==> src/rtl/moving_average_filter.sv <==
// Running-sum boxcar filter: samples on every toggle of a selected NCO phase bit,
// averages over a runtime power-of-two window using a circular sample buffer.
module moving_average_filter #(
    parameter int unsigned DATA_W   = 16,
    parameter int unsigned MAX_LOG2 = 6,
    parameter int unsigned PHASE_W  = 32,
    parameter int unsigned SEL_W    = 5
) (
    input  logic                               clk,
    input  logic                               reset,
    input  logic [PHASE_W-1:0]                 phase,
    input  logic [SEL_W-1:0]                   sample_rate,
    input  logic [$clog2(MAX_LOG2+1)-1:0]      window_log2,
    input  logic                               clear,
    input  logic signed [DATA_W-1:0]           signal,
    output logic signed [DATA_W-1:0]           filtered,
    output logic                               valid,
    output logic                               filled
);

    localparam int unsigned WIN_W = $clog2(MAX_LOG2 + 1);
    localparam int unsigned DEPTH = 2 ** MAX_LOG2;
    localparam int unsigned SUM_W = DATA_W + MAX_LOG2;
    localparam int unsigned CNT_W = MAX_LOG2 + 1;
    localparam int unsigned PTR_W = MAX_LOG2;

    logic                     prev_bit_q, prev_bit_d;
    logic [WIN_W-1:0]         win_q, win_d;
    logic [PTR_W-1:0]         wr_ptr_q, wr_ptr_d;
    logic [CNT_W-1:0]         count_q, count_d;
    logic signed [SUM_W-1:0]  sum_q, sum_d;
    logic                     acc_q, acc_d;
    logic signed [DATA_W-1:0] filtered_d;
    logic                     valid_d;
    logic                     filled_d;

    logic signed [DATA_W-1:0] sample_mem [DEPTH];

    logic                     sel_bit_c;
    logic                     tick_c;
    logic [WIN_W-1:0]         win_c;
    logic                     win_chg_c;
    logic [CNT_W-1:0]         win_len_c;
    logic [PTR_W-1:0]         rd_addr_c;
    logic signed [DATA_W-1:0] oldest_c;
    logic [CNT_W-1:0]         count_inc_c;
    logic signed [SUM_W-1:0]  sum_add_c;
    logic                     wr_en_c;

    // Selected phase bit; indices beyond the phase width read as zero.
    always_comb begin
        sel_bit_c = 1'b0;
        for (int i = 0; i < int'(PHASE_W); i++) begin
            if (sample_rate == SEL_W'(i)) begin
                sel_bit_c = phase[i];
            end
        end
    end

    assign tick_c    = sel_bit_c != prev_bit_q;
    assign win_c     = (32'(window_log2) > MAX_LOG2) ? WIN_W'(MAX_LOG2) : window_log2;
    assign win_chg_c = win_c != win_q;

    // Oldest sample leaves the window only once the window is full; at the maximum
    // window the read address equals the write address and returns the pre-write value.
    assign win_len_c   = CNT_W'(1) << win_q;
    assign rd_addr_c   = wr_ptr_q - PTR_W'(win_len_c);
    assign oldest_c    = (count_q == win_len_c) ? sample_mem[rd_addr_c] : '0;
    assign count_inc_c = (count_q == win_len_c) ? count_q : count_q + CNT_W'(1);
    assign sum_add_c   = sum_q + SUM_W'(signal) - SUM_W'(oldest_c);

    always_comb begin
        prev_bit_d = sel_bit_c;
        win_d      = win_q;
        wr_ptr_d   = wr_ptr_q;
        count_d    = count_q;
        sum_d      = sum_q;
        acc_d      = 1'b0;
        filled_d   = filled;
        valid_d    = acc_q;
        filtered_d = acc_q ? DATA_W'(sum_q >>> win_q) : filtered;
        wr_en_c    = 1'b0;

        if (clear || win_chg_c) begin
            // Flush history and drop any tick or pending output on this edge.
            sum_d      = '0;
            count_d    = '0;
            filled_d   = 1'b0;
            valid_d    = 1'b0;
            filtered_d = filtered;
            win_d      = win_c;
        end else if (tick_c) begin
            wr_en_c  = 1'b1;
            wr_ptr_d = wr_ptr_q + PTR_W'(1);
            sum_d    = sum_add_c;
            count_d  = count_inc_c;
            acc_d    = 1'b1;
            if (count_inc_c == win_len_c) begin
                filled_d = 1'b1;
            end
        end
    end

    always_ff @(posedge clk or posedge reset) begin
        if (reset) begin
            prev_bit_q <= 1'b0;
            win_q      <= '0;
            wr_ptr_q   <= '0;
            count_q    <= '0;
            sum_q      <= '0;
            acc_q      <= 1'b0;
            filtered   <= '0;
            valid      <= 1'b0;
            filled     <= 1'b0;
        end else begin
            prev_bit_q <= prev_bit_d;
            win_q      <= win_d;
            wr_ptr_q   <= wr_ptr_d;
            count_q    <= count_d;
            sum_q      <= sum_d;
            acc_q      <= acc_d;
            filtered   <= filtered_d;
            valid      <= valid_d;
            filled     <= filled_d;
        end
    end

    // Sample storage needs no reset; the fill count masks stale entries.
    always_ff @(posedge clk) begin
        if (wr_en_c) begin
            sample_mem[wr_ptr_q] <= signal;
        end
    end

endmodule

==> config.mk <==
export PLATFORM = sky130hd
export DESIGN_NAME = moving_average_filter
export DESIGN_NICKNAME = d
export VERILOG_FILES = /design/src/rtl/moving_average_filter.sv
export SDC_FILE = /design/constraint.sdc
export NUM_CORES = 1
export LEC_CHECK = 0
export CAP_MARGIN = 20
export CORE_ASPECT_RATIO = 0.9
export CORE_MARGIN = 4
export CORE_UTILIZATION = 40
export CTS_BUF_LIST = sky130_fd_sc_hd__clkbuf_8
export CTS_CLUSTER_DIAMETER = 150
export DETAILED_ROUTE_END_ITERATION = 7
export SYNTH_ARGS = -nofsm -noshare
export SYNTH_HDL_FRONTEND = slang
export SYNTH_SLANG_ARGS = --single-unit
==> constraint.sdc <==
create_clock -name clk -period 14.97 [get_ports clk]
set_input_delay 2.2455 -clock clk [delete_from_list [all_inputs] [get_ports clk]]
set_output_delay 2.2455 -clock clk [all_outputs]
set_load 0.02 [all_outputs]
Word-level counts from Yosys, hierarchy flattened
Memories as Yosys holds them, arrays and structs flattened.
Index checks and enable logic that the tools add are counted.

word-level totals
  output and inout port bits = 18
  register bits after elaboration = 58
  input port bits = 59
  RAM bits = 1024
  memories = 1

memory list
  memory      depth  width  rd ports  clocked after Yosys merged registers in  wr ports  RTL line  RTL
  sample_mem  64     16     1         0                                        1         37        logic signed [DATA_W-1:0] sample_mem [DEPTH];

cells by class
  magnitude comparators = 1
  muxes and demuxes = 47
  equality and inequality tests = 35
  bitwise logic cells = 1
  shifts and indexed selects = 2
  reduce and logical (&&, ||, !) cells = 7
  $add $sub $neg = 5

operators with widths
  kind                 number
  $eq 5x5->1 const B   16
  $mux 22              2
  $eq 5x4->1 const B   8
  $mux 1               40
  $add 22x16->22       1
  $sshr 22x3->16       1
  $sub 22x16->22       1
  $mux 7               3
  $eq 5x3->1 const B   4
  $mux 16              1
  $eq 7x7->1           2
  $eq 5x2->1 const B   2
  $add 7x1->7 const B  1
  $shl 1x3->7 const A  1
  $add 6x1->6 const B  1
  $reduce_and 2->1     3
  $sub 6x6->6          1
  $eq 5x1->1 const B   1
  $logic_not 5->1      1
  $reduce_bool 2->1    2
  $gt 3x3->1 const B   1
  $mux 3               1
  $ne 3x3->1           1
  $logic_or 1x1->1     1
  2 further kinds      2

Depth between registers and ports, before layout
  depth in word-level cells = 38
  gate-level depth with buffers = 26
  gate-level depth less buffers = 23

Least setup slack after synthesis
Ideal clock, no wire load.

  path type = register -> register
  start = register win_q[1]
  end = register sum_q[16]
  setup time = 0.079 ns
  path slack = 8.227 ns
  data arrival time = 6.664 ns
  buffers on the path = 4
  clock period less this slack = 6.743 ns
  cell stages (with the launch flop) = 24
  cell sequence = dfrtp_1 -> clkbuf_1 -> clkbuf_1 -> nor3_1 -> ha_1 -> inv_1 -> fa_1 -> xnor2_2 -> clkbuf_1 -> buf_2 -> mux4_2 -> mux2i_1 -> a211oi_1 -> fa_1 -> inv_1 -> ha_1 -> or4_1 -> o21bai_1 -> a41oi_1 -> nand2b_1 -> a21oi_1 -> or4_1 -> a41o_1 -> a21oi_1

between the ends
  cells in the longest elaborated chain, start to end = 7
  elaborated cells on any way between the ends = 11
  classes of those cells = 2 x add/sub; 2 x eq/ne; 1 x shift; 3 x mux; 2 x reduce/logical; 1 x memory

ends and longest elaborated chain
  item                    RTL line  RTL
  from (decl)             28        logic [WIN_W-1:0] win_q, win_d;
  from (signal assigned)  117       win_q <= win_d;
  $shl 1x3->7             66        assign win_len_c = CNT_W'(1) << win_q;
  $sub 6x6->6             67        assign rd_addr_c = wr_ptr_q - PTR_W'(win_len_c);
  $mem_v2 64x16           n/a
  $mux 16                 68        assign oldest_c = (count_q == win_len_c) ? sample_mem[rd_addr_c] : '0;
  $sub 22x16->22          70        assign sum_add_c = sum_q + SUM_W'(signal) - SUM_W'(oldest_c);
  $mux 22                 92        end else if (tick_c) begin
  $mux 22                 84        if (clear || win_chg_c) begin
  to (signal assigned)    120       sum_q <= sum_d;
  to (decl)               31        logic signed [SUM_W-1:0] sum_q, sum_d;

Several ways; a longest one is shown, not always the timed one. The select of a mux whose other input is x is not followed.
A chain may end at the register's enable or synchronous reset.

Worst setup path after layout
  start = register win_q[0]
  end = register sum_q[21]

The elaborated chain is that of the path after synthesis.

==> flow_metrics.tcl <==
set metrics [dict create \
    outcome "finished clean" \
    gr-total-overflow 0 \
    crit_fanout 120 \
    wl_per_cell_um 27.00 \
    grt_start_max_net_pins 121 \
    route.antenna.remaining_nets 0 \
    worst-endpoint-arrival_ns 9.77 \
    buffers_added_on_ports 76 \
    cellPowerDensity_nw_per_um2 171.3 \
    final.hold.worst_slack_ns 0.4797 \
    postSynthCellCount 2244 \
    placeableCoreArea_um2 111200 \
    finalPower_w 0.008690 \
    post_synth_instance_area_um2 44780 \
    design.die.area_um2 117400 \
    worstReg2RegStart "win_q[0]$_DFFE_PP0N_" \
    static-leakage-power_nw 16.72 \
    global_route_wire_length_before_repair_mm 159.6 \
    antenna_violations_before_repair 4 \
    endpoint_kind "register" \
    rsz0062_at_grt "false" \
    vias 22650 \
    dominantRegCellSynth "edfxtp_1" \
    timing_hold_violations_final 0 \
    worst_case_vdd_ir_drop_mv 0.1593 \
    hold_buf_count_cts 0 \
    dr.pass1.iters 5 \
    gpl.final_weighted_congestion 0.8861 \
    timing.reg2reg.setup_slack_ns 5.93 \
    clk-insertion-delay-late_ns 0.83 \
    netSwitchingFraction_pct 32.47 \
    number_of_buffers_inserted_during_clock_tree_synthesis 171 \
    tightestPinTransition_ns 1.106 \
    hp-class "reg2reg" \
    finalCritPeriodShare_pct 60.41 \
    setup_total_negative_slack_ns 0 \
    number_of_remaining_drc_errors 0 \
    start_kind "register" \
    layout_skew_ns 0.04570 \
    post_synth_num_cell_types 65 \
    tritoncts_num_sinks 1082 \
    max_cap_violations 0 \
    htree_levels 4 \
    max-slew-margin-rel_pct 26.07 \
    cts_tree "built" \
    synth_seq_cells 1082 \
    syn_to_final_growth_pct 13.29 \
    synth_nets 2355 \
    cts.repair.resized 0 \
    power.share.sequential_pct 38.5 \
    yosysSeqAreaShare_pct 71.90 \
    synth-async-reset-ratio_pct 5.360 \
    die_w_um 360.7 \
    r2r-end "sum_q[21]$_DFFE_PP0P_" \
    fmax_mhz 110.6 \
    area_leader_netlist "edfxtp_1" \
    route.detailed.vias_per_inst 5.571 \
    clock_tree.root_cell "clkbuf_8" \
    synth.yosys.warnings 0 \
    core.rowCount 116 \
    worstHoldStart "filtered[7]$_DFFE_PP0P_" \
    fp.dieH_um 325.4 \
    combPwrFrac_pct 35.8 \
    detail_route.wirelength_mm 109.8 \
    net-switching-power_w 0.002822 \
    postCtsSetupRepairBufs 0 \
    min_period_ns 9.043 \
    path_clk_slew_ns 0.06 \
    hold-path-endpoint "filtered[7]$_DFFE_PP0P_" \
    yosys.area.top_type_share_pct 68.66 \
    timing.setup.critical_path_class "reg2reg" \
    worstSetupStartpoint "win_q[0]$_DFFE_PP0N_" \
    slew_violations 0 \
    cellInternalPower_w 0.005868 \
    yosys-top-cells-area "edfxtp_1 69%, mux4_2 16%, dfrtp_1 3.2%" \
    p_clk_share_pct 25.7 \
    finish.net_count 2576 \
    synth_enable_flop_cells 1024 \
    initialDrtViolationCount 2637 \
    start_util_pct 40.28 \
    required_ns 15.70 \
    grt_pass1_vias 23160 \
    reg2reg_depth 22 \
    syn_area_per_cell_um2 19.96 \
    grt.total_usage_pct 18.62 \
    drive_above_1_share_pct 26.77 \
    hold_depth 2 \
    max-clock-path-buffers 3 \
    dp.final_hpwl_mm 61.33 \
    ioPinCount 77 \
    setup-violations-final 0 \
]
## cell families (layout without fill, tap and decap cells)
family	Yosys count	after routing	share of synthesized area (%)
adder cells (fa/ha/maj)	52	52	1.822
multiplexers	385	385	17.72
AND/OR/NAND/NOR	284	284	3.118
other	0	2	0
XOR/XNOR	45	45	0.8968
AO/OA/AOI/OAI	176	176	2.623
buffers and inverters	220	565	1.917
flip-flops	1082	1082	71.90
## power by group through the flow
| stage | sequential [W] | clock [W] | combinational [W] |
|---|---|---|---|
| 2_1_floorplan | 0.00340 | 0 | 0.00218 |
| 3_3_place_gp | 0.00341 | 0 | 0.00308 |
| 3_5_place_dp | 0.00341 | 0 | 0.00312 |
| 5_1_grt | 0.00335 | 0.00244 | 0.00333 |
| 4_1_cts | 0.00335 | 0.00230 | 0.00313 |
| 6_report | 0.00335 | 0.00223 | 0.00311 |
## area by class of cell
class	instances	area, um^2
well taps	1475	1846
clock inverters	121	566.8
inverters	92	345.3
diodes	2	5.005
fillers	9406	60440
repair buffers	176	1496
flip-flops and latches	1082	32200
multi-input cells	942	11860
clock buffers	176	2422
## cells in the final DEF (no fill, tap or decap), types with 16 or more instances in the layout
| cell | Yosys | layout |
|---|---|---|
| xnor2_1 | 27 | 24 |
| nand2_1 | 62 | 62 |
| dfrtp_1 | 58 | 58 |
| nor2b_1 | 24 | 24 |
| clkbuf_8 | 0 | 176 |
| xor2_1 | 17 | 17 |
| a211oi_1 | 40 | 40 |
| buf_4 | 3 | 94 |
| clkdlybuf4s50_1 | 0 | 60 |
| clkinv_2 | 0 | 16 |
| inv_1 | 92 | 152 |
| mux4_2 | 326 | 326 |
| fa_1 | 22 | 21 |
| clkinv_1 | 0 | 32 |
| o21ai_0 | 44 | 44 |
| mux2i_1 | 56 | 56 |
| buf_2 | 17 | 16 |
| ha_1 | 30 | 29 |
| a21oi_1 | 31 | 31 |
| edfxtp_1 | 1024 | 1024 |
| nor2_1 | 99 | 87 |
## worst max-delay path by stage
stage | slack, ns | to
CTS | 5.91 | sum_q[16]$_DFFE_PP0P_
global placement | 6.07 | sum_q[21]$_DFFE_PP0P_
global route | 5.42 | sum_q[21]$_DFFE_PP0P_
finish | 5.93 | sum_q[21]$_DFFE_PP0P_
floorplan | 8.23 | sum_q[16]$_DFFE_PP0P_
detailed placement | 5.93 | sum_q[16]$_DFFE_PP0P_
## critical path: stages, from the launching register on
cell      delay, ns
dfrtp_1        0.75
nor3_1         0.65
ha_4           0.20
inv_1          0.06
fa_4           1.13
buf_12         0.56
buf_4          0.81
mux4_2         0.41
mux4_2         0.53
nor2b_1        0.17
a211oi_1       0.41
a211oi_1       0.13
fa_1           0.51
inv_1          0.04
ha_1           0.34
and3_1         0.22
a221o_1        0.39
nor3_1         0.44
nor3_1         0.15
o31ai_1        0.31
xnor2_1        0.13
or3_1          0.32
a21oi_1        0.16
## synthesized netlist by cell type (6+ instances only)
master / n
a211oi_1: 40
a21o_1: 11
a21oi_1: 31
buf_1: 25
buf_2: 17
clkbuf_1: 83
dfrtp_1: 58
edfxtp_1: 1024
fa_1: 22
ha_1: 30
inv_1: 92
mux2i_1: 56
mux4_2: 326
nand2_1: 62
nand2b_1: 7
nand3_1: 14
nand3b_1: 6
nor2_1: 99
nor2b_1: 24
nor3_1: 20
o211ai_1: 12
o21ai_0: 44
or2_2: 6
or3_1: 11
xnor2_1: 27
xor2_1: 17
## sequential cells by signal (all words and copies together), names as in the netlist
name and count:
prev_bit_q 1, sample_mem 1024, count_q 7, filtered 16
sum_q 22, valid 1, filled 1, win_q 3
acc_q 1, wr_ptr_q 6
## stage by stage
step           setup WS [ns]  instances  utilization (%)  instance area [um^2]
2_1_floorplan          8.227       2244                -                 44780
3_3_place_gp           6.073       3764            42.91                 47710
3_5_place_dp           5.934       3767            42.94                 47740
4_1_cts                5.910       4064            45.63                 50730
5_1_grt                5.417       4066            45.64                 50740
6_report               5.927       4066            45.64                 50740
## per-layer routing
metal	routed length, um	up-vias	global-route usage, %
met1	46800	11970	26.65
met3	9605	145	4.887
met2	51400	953	28.61
met5	26	-	0
li1	-	9586	-
met4	1930	4	4.812
No activity file was read; power rests on OpenSTA's default activity.
